File: config.mk
export PLATFORM = sky130hd
export DESIGN_NAME = phase_monitor
export DESIGN_NICKNAME = d
export VERILOG_FILES = /design/src/rtl/phase_monitor_pkg.sv /design/src/rtl/phase_monitor_sat_counter.sv /design/src/rtl/phase_monitor.sv
export SDC_FILE = /design/constraint.sdc
export NUM_CORES = 1
export LEC_CHECK = 0
export CORE_MARGIN = 5
export CORE_UTILIZATION = 53
export DETAILED_ROUTE_END_ITERATION = 16
export PLACE_DENSITY = 0.8
export SLEW_MARGIN = 10
export SYNTH_ARGS = -nofsm -noshare
export SYNTH_HDL_FRONTEND = slang
export SYNTH_SLANG_ARGS = --single-unit
File: constraint.sdc
create_clock -name Cin -period 2.3 [get_ports Cin]
set_input_delay 0.46 -clock Cin [delete_from_list [all_inputs] [get_ports Cin]]
set_output_delay 0.46 -clock Cin [all_outputs]
set_load 0.005 [all_outputs]
File: src/rtl/phase_monitor_pkg.sv
// Shared definitions for the three-phase clock monitor: state encoding,
// phase-line codes, error codes and small decode helpers.
package phase_monitor_pkg;

  typedef enum logic [2:0] {
    ST_INIT,
    ST_P1,
    ST_P2,
    ST_P3,
    ST_HOLD
  } state_t;

  // Classified meaning of one {C1,C2,C3} sample
  typedef enum logic [2:0] {
    IN_PH1,
    IN_PH2,
    IN_PH3,
    IN_HOLD,
    IN_ILLEGAL
  } in_kind_t;

  localparam logic [2:0] CODE_PH1  = 3'b100;
  localparam logic [2:0] CODE_PH2  = 3'b010;
  localparam logic [2:0] CODE_PH3  = 3'b001;
  localparam logic [2:0] CODE_HOLD = 3'b111;

  localparam logic [1:0] ERR_NONE    = 2'd0;
  localparam logic [1:0] ERR_ILLEGAL = 2'd1;
  localparam logic [1:0] ERR_SEQ     = 2'd2;
  localparam logic [1:0] ERR_TIMEOUT = 2'd3;

  function automatic in_kind_t decode_code(input logic [2:0] code);
    case (code)
      CODE_PH1:  return IN_PH1;
      CODE_PH2:  return IN_PH2;
      CODE_PH3:  return IN_PH3;
      CODE_HOLD: return IN_HOLD;
      default:   return IN_ILLEGAL;
    endcase
  endfunction

  function automatic logic [1:0] phase_of(input state_t s);
    case (s)
      ST_P1:   return 2'd1;
      ST_P2:   return 2'd2;
      ST_P3:   return 2'd3;
      default: return 2'd0;
    endcase
  endfunction

endpackage

File: src/rtl/phase_monitor_sat_counter.sv
// Saturating up-counter with synchronous clear. A clear coinciding with an
// increment loads 1, so the increment is never lost.
module sat_counter #(
  parameter int unsigned WIDTH = 8
) (
  input  logic             Cin,
  input  logic             Reset,
  input  logic             Clr,
  input  logic             Inc,
  output logic [WIDTH-1:0] Count
);

  // Count register: reset, clear (with optional same-cycle increment), saturate at all-ones
  always_ff @(posedge Cin) begin
    if (Reset) begin
      Count <= '0;
    end else if (Clr) begin
      Count <= Inc ? WIDTH'(1) : '0;
    end else if (Inc && (Count != '1)) begin
      Count <= Count + WIDTH'(1);
    end
  end

endmodule

File: src/rtl/phase_monitor.sv
// Tracks the C1->C2->C3 rotation of a three-phase clock generator, counts
// completed rotations, tolerates generator hold periods and records errors.
module phase_monitor
  import phase_monitor_pkg::*;
#(
  parameter int unsigned CYCLE_W    = 16,
  parameter int unsigned HOLD_LIMIT = 255
) (
  input  logic               Cin,
  input  logic               Reset,
  input  logic               C1_In,
  input  logic               C2_In,
  input  logic               C3_In,
  input  logic               Err_Clr,
  output logic [1:0]         Phase,
  output logic               Phase_Valid,
  output logic               Stalled,
  output logic               Cycle_Done,
  output logic [CYCLE_W-1:0] Cycle_Count,
  output logic               Err,
  output logic [1:0]         Err_Code,
  output logic [7:0]         Err_Count
);

  localparam int unsigned         HOLD_W    = $clog2(HOLD_LIMIT + 1);
  // Counter value on the stay-in-hold sample that takes it to HOLD_LIMIT.
  // The counter saturates above HOLD_LIMIT, so this matches at most once per episode.
  localparam logic [HOLD_W-1:0]   HOLD_LAST = HOLD_W'(HOLD_LIMIT - 1);

  state_t            state, nxt;
  in_kind_t          kind;
  logic              err_ev;
  logic [1:0]        err_cd;
  logic              rot_done;
  logic              hold_clr, hold_inc;
  logic [HOLD_W-1:0] hold_cnt;

  // Next-state decode and error classification for the current sample
  always_comb begin
    kind     = decode_code({C1_In, C2_In, C3_In});
    nxt      = state;
    err_ev   = 1'b0;
    err_cd   = ERR_NONE;
    rot_done = 1'b0;
    case (state)
      ST_INIT: begin
        case (kind)
          IN_PH1:  nxt = ST_P1;
          IN_PH2:  nxt = ST_P2;
          IN_PH3:  nxt = ST_P3;
          IN_HOLD: nxt = ST_HOLD;
          default: begin
            err_ev = 1'b1;
            err_cd = ERR_ILLEGAL;
          end
        endcase
      end
      ST_P1, ST_P2, ST_P3: begin
        if (kind == IN_HOLD) begin
          nxt = ST_HOLD;
        end else if (kind == IN_ILLEGAL) begin
          nxt    = ST_INIT;
          err_ev = 1'b1;
          err_cd = ERR_ILLEGAL;
        end else if (state == ST_P1 && kind == IN_PH2) begin
          nxt = ST_P2;
        end else if (state == ST_P2 && kind == IN_PH3) begin
          nxt = ST_P3;
        end else if (state == ST_P3 && kind == IN_PH1) begin
          nxt      = ST_P1;
          rot_done = 1'b1;
        end else begin
          nxt    = ST_INIT;
          err_ev = 1'b1;
          err_cd = ERR_SEQ;
        end
      end
      ST_HOLD: begin
        case (kind)
          IN_HOLD: begin
            if (hold_cnt == HOLD_LAST) begin
              err_ev = 1'b1;
              err_cd = ERR_TIMEOUT;
            end
          end
          IN_PH1: nxt = ST_P1;
          IN_PH2: nxt = ST_P2;
          IN_PH3: begin
            nxt    = ST_INIT;
            err_ev = 1'b1;
            err_cd = ERR_SEQ;
          end
          default: begin
            nxt    = ST_INIT;
            err_ev = 1'b1;
            err_cd = ERR_ILLEGAL;
          end
        endcase
      end
      default: nxt = ST_INIT;
    endcase
    hold_inc = (state == ST_HOLD) && (nxt == ST_HOLD);
    hold_clr = (state == ST_HOLD) != (nxt == ST_HOLD);
  end

  // State and registered status/error outputs; an error beats a same-cycle clear
  always_ff @(posedge Cin) begin
    if (Reset) begin
      state       <= ST_INIT;
      Phase       <= 2'd0;
      Phase_Valid <= 1'b0;
      Stalled     <= 1'b0;
      Cycle_Done  <= 1'b0;
      Cycle_Count <= '0;
      Err         <= 1'b0;
      Err_Code    <= ERR_NONE;
    end else begin
      state       <= nxt;
      Phase       <= phase_of(nxt);
      Phase_Valid <= (nxt == ST_P1) || (nxt == ST_P2) || (nxt == ST_P3);
      Stalled     <= (nxt == ST_HOLD);
      Cycle_Done  <= rot_done;
      if (rot_done) begin
        Cycle_Count <= Cycle_Count + CYCLE_W'(1);
      end
      if (err_ev) begin
        Err      <= 1'b1;
        Err_Code <= err_cd;
      end else if (Err_Clr) begin
        Err      <= 1'b0;
        Err_Code <= ERR_NONE;
      end
    end
  end

  sat_counter #(.WIDTH(8)) u_err_cnt (
    .Cin   (Cin),
    .Reset (Reset),
    .Clr   (Err_Clr),
    .Inc   (err_ev),
    .Count (Err_Count)
  );

  sat_counter #(.WIDTH(HOLD_W)) u_hold_cnt (
    .Cin   (Cin),
    .Reset (Reset),
    .Clr   (hold_clr),
    .Inc   (hold_inc),
    .Count (hold_cnt)
  );

endmodule

; ---- Word level (Yosys, flattened, before mapping)
; Cells that the tools add are included.
[op_classes]
n_mul = 0
addsub = 3
muxes = 44
div_mod_pow = 0
n_shift = 0
n_reduce_logical = 16
n_lt_le_gt_ge = 0
n_bitwise = 0
eq_ne = 20
[ops]
columns = cell, n
row1 = 2-to-1 mux 8 bit, 4
row2 = one-hot mux 3 bit (4 select lines), 2
row3 = 2-to-1 mux 2 bit, 11
row4 = equality test 3 x 2 -> 1 bit (second input constant), 7
row5 = 2-to-1 mux 1 bit, 19
row6 = one-hot mux 2 bit (3 select lines), 3
row7 = one-hot mux 3 bit (3 select lines), 2
row8 = adder 16 x 1 -> 16 bit (second input constant), 1
row9 = adder 8 x 1 -> 8 bit (second input constant), 2
row10 = != test 8 bit (second input constant), 2
row11 = equality test 3 bit (second input constant), 5
row12 = equality test 3 x 1 -> 1 bit (second input constant), 4
row13 = equality test 8 bit (second input constant), 1
row14 = logical AND 1 bit, 6
row15 = zero test 3 bit, 2
row16 = nonzero test 2 bit, 3
row17 = OR reduction 4 bit, 1
row18 = 2-to-1 mux 3 bit, 1
row19 = one-hot mux 1 bit (3 select lines), 1
row20 = OR reduction 3 bit, 1
row21 = logical OR 1 bit, 2
row22 = one-hot mux 1 bit (2 select lines), 1
row23 = OR reduction 2 bit, 1
row24 = != test 1 bit, 1
[totals]
mem_bits_ro = 0
n_memories = 0
out_inout_bits = 32
regBits = 43
ram_bits = 0
latchBits = 0
elab_cells = 93

; ---- Logic depth before layout (Yosys ltp)
[logic_depth]
depth_word = 15
ltp_mapped = 9
ltp_nobuf = 8

; ---- By module
; A second synthesis with hierarchy kept.
[unflattened]
cells_unflattened = 260
hier_area_um2 = 2183.3
[by_module_without_submodules]
columns = mod, area_per_inst_um2, cells_per_inst, seq_area_each_um2, instances
row1 = phase_monitor, 1295.0, 154, 540.5, 1
row2 = sat_counter, 444.2, 53, 160.2, 2

; ---- Worst setup path after synthesis
; OpenSTA, ideal clock, no wires.
[synth_path]
path_type = flip-flop to flip-flop
from = reg state[0]
to = reg u_hold_cnt.Count[3]
setup_slack_ns = 0.440
arrival_time_ns = 1.738
period_less_slack_ns = 1.860
stages_incl_launch_ff = 10
n_path_buf = 1
setup_time_ns = 0.122
cell_sequence = dfxtp_1 > buf_4 > o21ai_4 > and4_1 > ha_1 > inv_1 > a41oi_1 > nand4_1 > xor2_1 > nor2_1
[synth_via]
elab_chain_len = 12
elab_cells_between_ends = 23
classes_between = 6 x eq/ne / 9 x mux / 8 x reduce/logical
[synth_rtl]
columns = item, line
row1 = start: declaration, phase_monitor.sv:30  ; state_t state, nxt;
row2 = start signal: assignment, phase_monitor.sv:118  ; state <= nxt;
row3 = equality test 3 x 2 -> 1 bit, "phase_monitor.sv:45, phase_monitor.sv:69"
row4 = logical AND 1 bit, phase_monitor.sv:69  ; end else if (state == ST_P3 && kind == IN_PH1) begin
row5 = 2-to-1 mux 1 bit, phase_monitor.sv:69
row6 = 2-to-1 mux 2 bit, phase_monitor.sv:67  ; end else if (state == ST_P2 && kind == IN_PH3) begin
row7 = 2-to-1 mux 2 bit, phase_monitor.sv:65  ; end else if (state == ST_P1 && kind == IN_PH2) begin
row8 = 2-to-1 mux 2 bit, phase_monitor.sv:61  ; end else if (kind == IN_ILLEGAL) begin
row9 = 2-to-1 mux 3 bit, phase_monitor.sv:59  ; if (kind == IN_HOLD) begin
row10 = one-hot mux 3 bit (3 select lines), phase_monitor.sv:45  ; case (state)
row11 = equality test 3 bit, "phase_monitor.sv:102, phase_monitor.sv:103"
row12 = logical AND 1 bit, phase_monitor.sv:102  ; hold_inc = (state == ST_HOLD) && (nxt == ST_HOLD);
row13 = logical AND 1 bit, phase_monitor_sat_counter.sv:19  ; end else if (Inc && (Count != '1)) begin
row14 = nonzero test 2 bit (no line), -
row15 = end signal: assignment, phase_monitor_sat_counter.sv:18  ; Count <= Inc ? WIDTH'(1) : '0;
row16 = end signal: assignment, phase_monitor_sat_counter.sv:20  ; Count <= Count + WIDTH'(1);
row17 = end: declaration, phase_monitor_sat_counter.sv:10  ; output logic [WIDTH-1:0] Count
; Several ways; a longest one is shown, not always the timed one.
; A chain may end at the register's enable or synchronous reset.

; ---- Worst setup path in the final report
[layout_path]
from = in C1_In
to = reg Err_Code[0]
[layout_via]
elab_chain_len = 11
elab_cells_between_ends = 32
classes_between = 8 x eq/ne / 17 x mux / 7 x reduce/logical
[layout_rtl]
columns = item, line
row1 = start: declaration, phase_monitor.sv:11  ; input logic C1_In,
row2 = equality test 3 bit (tied with other cells), phase_monitor_pkg.sv:33  ; case (code)
row3 = one-hot mux 3 bit (4 select lines) *, phase_monitor_pkg.sv:33
row4 = zero test 3 bit, "phase_monitor.sv:47, phase_monitor.sv:69, phase_monitor.sv:79"
row5 = logical AND 1 bit, phase_monitor.sv:69
row6 = 2-to-1 mux 1 bit, phase_monitor.sv:69
row7 = 2-to-1 mux 1 bit, phase_monitor.sv:67
row8 = 2-to-1 mux 1 bit, phase_monitor.sv:65
row9 = 2-to-1 mux 1 bit, phase_monitor.sv:61
row10 = 2-to-1 mux 1 bit, phase_monitor.sv:59
row11 = one-hot mux 1 bit (3 select lines), phase_monitor.sv:45
row12 = 2-to-1 mux 2 bit or nonzero test 2 bit (tied branches), -
row13 = end signal: assignment, phase_monitor.sv:128  ; Err_Code <= err_cd;
row14 = end: declaration, phase_monitor.sv:21  ; output logic [1:0] Err_Code,
; Every way passes the cells marked *; elsewhere a longest branch is shown, timed or not.

==> flow_summary.toml <==
[clocking]
tritoncts = "built"
cts_hold_buf = 0
cts_resized = 0
clkTransAtPathRegs_ns = 0.08
postCtsSetupBuffers = 0
clock-sinks = 43
numCtsBuffers = 5
cts-root-buf = "clkbuf_8"
clockBufferDepth = 2
htreeDepth = 2
clkLatencyLatePin_ns = 0.30

[timing]
fmax_mhz = 479.8
setup_viol = 0
fin_skew_ns = 0.005717
post-route-min-period_ns = 2.084
rsz0062_at_grt = "false"
relSlewSlack_pct = 63.69
final-hold-violation-count = 0
hold_ws_ns = 0.4773
fin_crit_sh_pct = 90.61
layout_setup_ws_ns = 0.2159
slew_viol_final = 0
tightest_slew_ns = 0.5429

[placement]
dp_cells = 359
dp_slack_ns = -0.08527
place_hpwl_um = 3889
portBuffers = 37
gp_congestion = 0.8382

[synth]
syn_inst = 259
syn-num-nets = 270
synth.distinct_cells = 55
syn_area_um2 = 2243
synth.largest_area_cell = "dfxtp_1"
synth_top_area_share_pct = 38.37
ys_seq_elements = 43
synth_warnings = 0
ys_seq_area_share_pct = 38.37
synth.area.top_cells = "dfxtp_1, nor2_1, xnor2_1, a21oi_1, nor3_1"
syn_area_per_cell_um2 = 8.662

[global_routing]
antenna_found_initial = 0
grt_pass1_wl_um = 8680
grt_pass1_vias = 1911
grtUsageTotal_pct = 19.93
grt_max_degree = 17
overflow = 0

[final_layout]
final_common_cell = "dfxtp_1"
nets = 327
drive_above_1_share_pct = 16.40
diodes = 0
final_cells = 367
final_cell_mix = "dfxtp_1, clkdlybuf4s50_1, nor2_1"
area_delta_synth_final_pct = 30.01

[worst_setup_path]
cp.required_ns = 2.49
critPathMaxFanout = 9
startpoint_type = "input port"
cp-end-kind = "flip-flop"
critPathKind = "in2reg"
cp.arrival_ns = 2.28

[die]
num_io_pins = 38
start_util_pct = 55.29
rows = 23
dieArea_um2 = 5634
die_width_um = 75.06
die_h_um = 75.06
core_area_um2 = 4058

[status]
outcome = "completed"

[pwr]
leakagePower_nw = 1.062
power_density_nw_per_um2 = 559.4
total_power_w = 0.001631
peakVddDrop_v = 0.0004524

[route]
totalWireLength_um = 5205
vias = 2080
drtAntennaViolNets = 0
vias_per_cell = 5.668
first_pass_iters = 4
drc = 0
wl_per_cell_um = 14.18
drt_iter0_markers = 128

[flow_run]
maxCapViolCount = 0

[min_path]
hp-class = "reg2reg"
[final cells by class]
| class | instances | area, um2 |
|---|---|---|
| Tap cell | 50 | 62.56 |
| Clock buffer | 6 | 72.57 |
| Sequential cell | 43 | 860.8 |
| Multi-Input combinational cell | 197 | 1280 |
| Inverter | 8 | 30.03 |
| Fill cell | 298 | 1141 |
| Timing Repair Buffer | 61 | 550.5 |
| Clock inverter | 2 | 60.06 |
[per-stage QoR]
step            TNS, ns  util, %  area, um2
2_1_floorplan         0        -       2243
3_3_place_gp   -0.06679    68.61       2784
3_5_place_dp    -0.3886    68.61       2784
4_1_cts               0    71.88       2917
5_1_grt               0    71.88       2917
6_report              0    71.88       2917
[synth_stat cells (all sizes together)]
library cell	number
a2111oi	1
a211oi	4
a21o	1
a21oi	17
a22oi	1
a31oi	3
a41oi	1
and2	4
and3	5
and4	3
and4b	1
buf	8
clkbuf	3
dfxtp	43
ha	5
inv	8
mux2	1
mux2i	2
nand2	20
nand2b	2
nand3	8
nand4	13
nor2	29
nor2b	4
nor3	15
nor3b	4
nor4	1
nor4bb	2
o211ai	2
o21ai	10
o22ai	1
o311a	1
o311ai	1
o31ai	1
o32ai	1
or2	3
or3	10
or4	1
xnor2	12
xor2	7
[critical path: stages]
cell	delay, ns
clkdlybuf4s50_1	0.53
buf_4	0.18
and4b_1	0.31
nand2_1	0.16
o311a_2	0.19
nand2_2	0.11
mux2_2	0.33
[flip-flops by register name, indices dropped and copies added (netlist names)]
register,cells
u_err_cnt.Count,8
Cycle_Count,16
Err,1
Phase_Valid,1
state,3
Phase,2
Cycle_Done,1
u_hold_cnt.Count,8
Stalled,1
Err_Code,2
[path summary, 6_finish.rpt]
check                                         startpoint                          endpoint  slack (ns)  depth (start not counted)
worst min register to register  Err_Code[1]$_SDFFE_PP0P_          Err_Code[1]$_SDFFE_PP0P_        0.48                          2
worst max register to register       state[0]$_SDFF_PP0_  u_hold_cnt.Count[7]$_SDFFE_PP0P_        0.29                          8
worst min-delay path            Err_Code[1]$_SDFFE_PP0P_          Err_Code[1]$_SDFFE_PP0P_        0.48                          2
worst max-delay path                               C1_In          Err_Code[0]$_SDFFE_PP0P_        0.22                          7
[power breakdown]
| group | switching (W) | total, W | internal (W) |
|---|---|---|---|
| logic | 0.0000813 | 0.000166 | 0.0000844 |
| registers | 0.0000113 | 0.000769 | 0.000757 |
| clock network | 0.000263 | 0.000697 | 0.000434 |
[cell families (layout without fill, tap and decap cells)]
kind of cell / after synthesis / count (layout) / synth area share, %
multiplexers: 3 / 3 / 1.394
buffers and inverters: 19 / 77 / 4.573
adder cells (fa/ha/maj): 5 / 5 / 2.789
AO/OA/AOI/OAI: 45 / 45 / 13.89
flip-flops: 43 / 43 / 38.37
XOR/XNOR: 19 / 19 / 7.418
AND/OR/NAND/NOR: 125 / 125 / 31.57
[metal layers]
metal	up-vias	wire (um)	global-route usage (%)
met3	5	330	4.673
met1	975	2405	26.69
met5	-	0	0
met2	60	2417	32.21
met4	0	51	5.336
li1	1040	-	-
Power figures use the tool's default switching activity.
==> edit (same flow settings) <==
Register the output `Err_Count`, with the module's reset; this adds one clock of latency there. The other outputs are not delayed to match.
--- a/src/rtl/phase_monitor.sv
+++ b/src/rtl/phase_monitor.sv
@@ -26,6 +26,8 @@
   // Counter value on the stay-in-hold sample that takes it to HOLD_LIMIT.
   // The counter saturates above HOLD_LIMIT, so this matches at most once per episode.
   localparam logic [HOLD_W-1:0]   HOLD_LAST = HOLD_W'(HOLD_LIMIT - 1);
+
+  logic [7:0] Err_Count_d;
 
   state_t            state, nxt;
   in_kind_t          kind;
@@ -138,7 +140,7 @@
     .Reset (Reset),
     .Clr   (Err_Clr),
     .Inc   (err_ev),
-    .Count (Err_Count)
+    .Count (Err_Count_d)
   );
 
   sat_counter #(.WIDTH(HOLD_W)) u_hold_cnt (
@@ -149,5 +151,13 @@
     .Count (hold_cnt)
   );
 
+  always_ff @(posedge Cin) begin
+    if (Reset) begin
+      Err_Count <= '0;
+    end else begin
+      Err_Count <= Err_Count_d;
+    end
+  end
+
 endmodule
 
Function: changed (a bounded check fails within 4 cycles, from zero or initial values and one cycle with Reset high).
==> edit against the original RTL <==
Hold slack better by 0.0026 ns; sequential cell count up 8; synthesized area up 5.7%; cell area up 2.1%; total power down 1.5%; setup slack better by 0.0020 ns; routed wire length down 3.9%; synthesized cell count up 3.1%; sequential share of layout area up 4.8 points; critical path type unchanged.
==> edit: results (changes against the original RTL) <==
rr_endpoint: "u_hold_cnt.Count[1]"
fin_cells: 368  # +0.27%
synthTopCellsByCount: "51 x dfxtp_1, 26 x nor2_1, 18 x a21oi_1"
hold_path_end: "Err"
place_congestion: 0.779  # -7.1%
dr.pass1.iters: 4  # unchanged
async_flop_share_pct: 0  # unchanged
n_fill_cell: 362  # +21%
ff2ff_path_depth: 5  # -3
crit_fanout: 7  # -2
clkTransAtPathRegs_ns: 0.10  # +0.02 ns
dp.final_hpwl_um: 3750  # -3.5%
ys_top_cells_by_area: "dfxtp_1 43%, xnor2_1 5.2%, nor2_1 4.1%"
grt_start_max_net_pins: 23  # +6
worstHoldPathType: "flop to flop"
peakVddDrop_mv: 0.326  # -28%
status: "completed"
post-cts-setup-buffer-count: 0  # unchanged
crit_path_top_delay_cell: "clkdlybuf4s50_1"
place_inst: 360  # +0.28%
arrival_ns: 2.31  # +0.03 ns
grt_pass1_vias: 2017  # +5.5%
cts_max_path_buffers: 2  # unchanged
vias_per_cell: 5.67  # about the same
fin_worst_skew_ns: 0.0163  # +0.0106 ns
p_leak_nw: 1.01  # -5.3%
drtIter0Drc: 89  # -30%
layout-drive-gt1-share_pct: 12.0  # -4.4 points
antenna_found_initial: 0  # unchanged
fin_crit_ns: 2.08  # -0.00204 ns
grt_pass1_wl_um: 8810  # +1.5%
synth.distinct_cells: 48  # -13%
holdWs_ns: 0.480  # +0.00261 ns
wl_per_cell_um: 13.6  # -4.2%
regToRegStartpoint: "state[0]"
r2r_setup_slack_ns: 0.33  # +0.04 ns
synth_cells: 267  # +3.1%
grt.total_usage_pct: 17.8  # -2.1 points
fin_nets: 326  # -0.31%
hp-start: "Err"
startpoint: "C3_In"
placed_cell_area_um2: 2880  # +3.4%
-- edit: cell types whose count changed after synthesis, sizes merged, moves of 5 or more --
cell / before / now
nor4: 1 / 7
nor2b: 4 / 10
nand2: 20 / 11
o21ai: 10 / 15
dfxtp: 43 / 51
-- edit: power by group --
group | leakage, nW | internal [W] | switching (W)
sequential | 0.413 | 0.000897 | 0.0000117
clock | 0.0474 | 0.000246 | 0.000302
combinational | 0.546 | 0.0000773 | 0.0000729
-- edit: per-stage QoR --
step           util [%]  worst slack [ns]
2_1_floorplan         -             0.446
3_3_place_gp       66.1           -0.0597
3_5_place_dp       66.1           -0.0868
4_1_cts            68.4             0.226
5_1_grt            68.4            0.0978
6_report           68.4             0.218
-- edit: tightest hold or removal path, delay by kind of cell, from the launching register on --
kind | cells | cell delay, ns
compound gates | 1 | 0.06
flops | 1 | 0.32
simple gates | 1 | 0.06
-- edit: worst max path at each step --
stage               depth (start not counted)  slack, ns                   to
global placement                            7      -0.06   u_err_cnt.Count[3]
global route                                9        0.1  u_hold_cnt.Count[4]
finish                                      8       0.22  u_hold_cnt.Count[3]
CTS                                         8       0.23  u_hold_cnt.Count[3]
floorplan                                   8       0.45  u_hold_cnt.Count[3]
detailed placement                          8      -0.09   u_err_cnt.Count[0]
-- edit: cell type report --
type | instances | area, µm² | area share, %
Multi-Input combinational cell | 194 | 1240 | 41.8
Tap cell | 52 | 65.1 | 2.19
Clock buffer | 6 | 82.6 | 2.77
Clock inverter | 2 | 16.3 | 0.546
Timing Repair Buffer | 55 | 518 | 17.4
Inverter | 8 | 30.0 | 1.01
Sequential cell | 51 | 1020 | 34.3
-- edit: metal layers --
metal  vias up  part of all wire (%)  wire (µm)  GRT usage (%)
li1       1055                     -          -              -
met1       975                    44       2210           20.9
met2        45                    49       2450           30.3
met3        10                   4.7        234           4.92
met4         0                   2.0         99           7.52
met5         -                     0          0              0
-- edit: cell families after synthesis --
logic type                 share of synthesized area (%)
DFF                                                 43.1
buffers and inverters                               4.49
and+or+nand+nor                                     29.4
xor gates and xnor gates                            6.65
AOI/OAI and AO/OA                                   13.8
adders and majority gates                           2.64
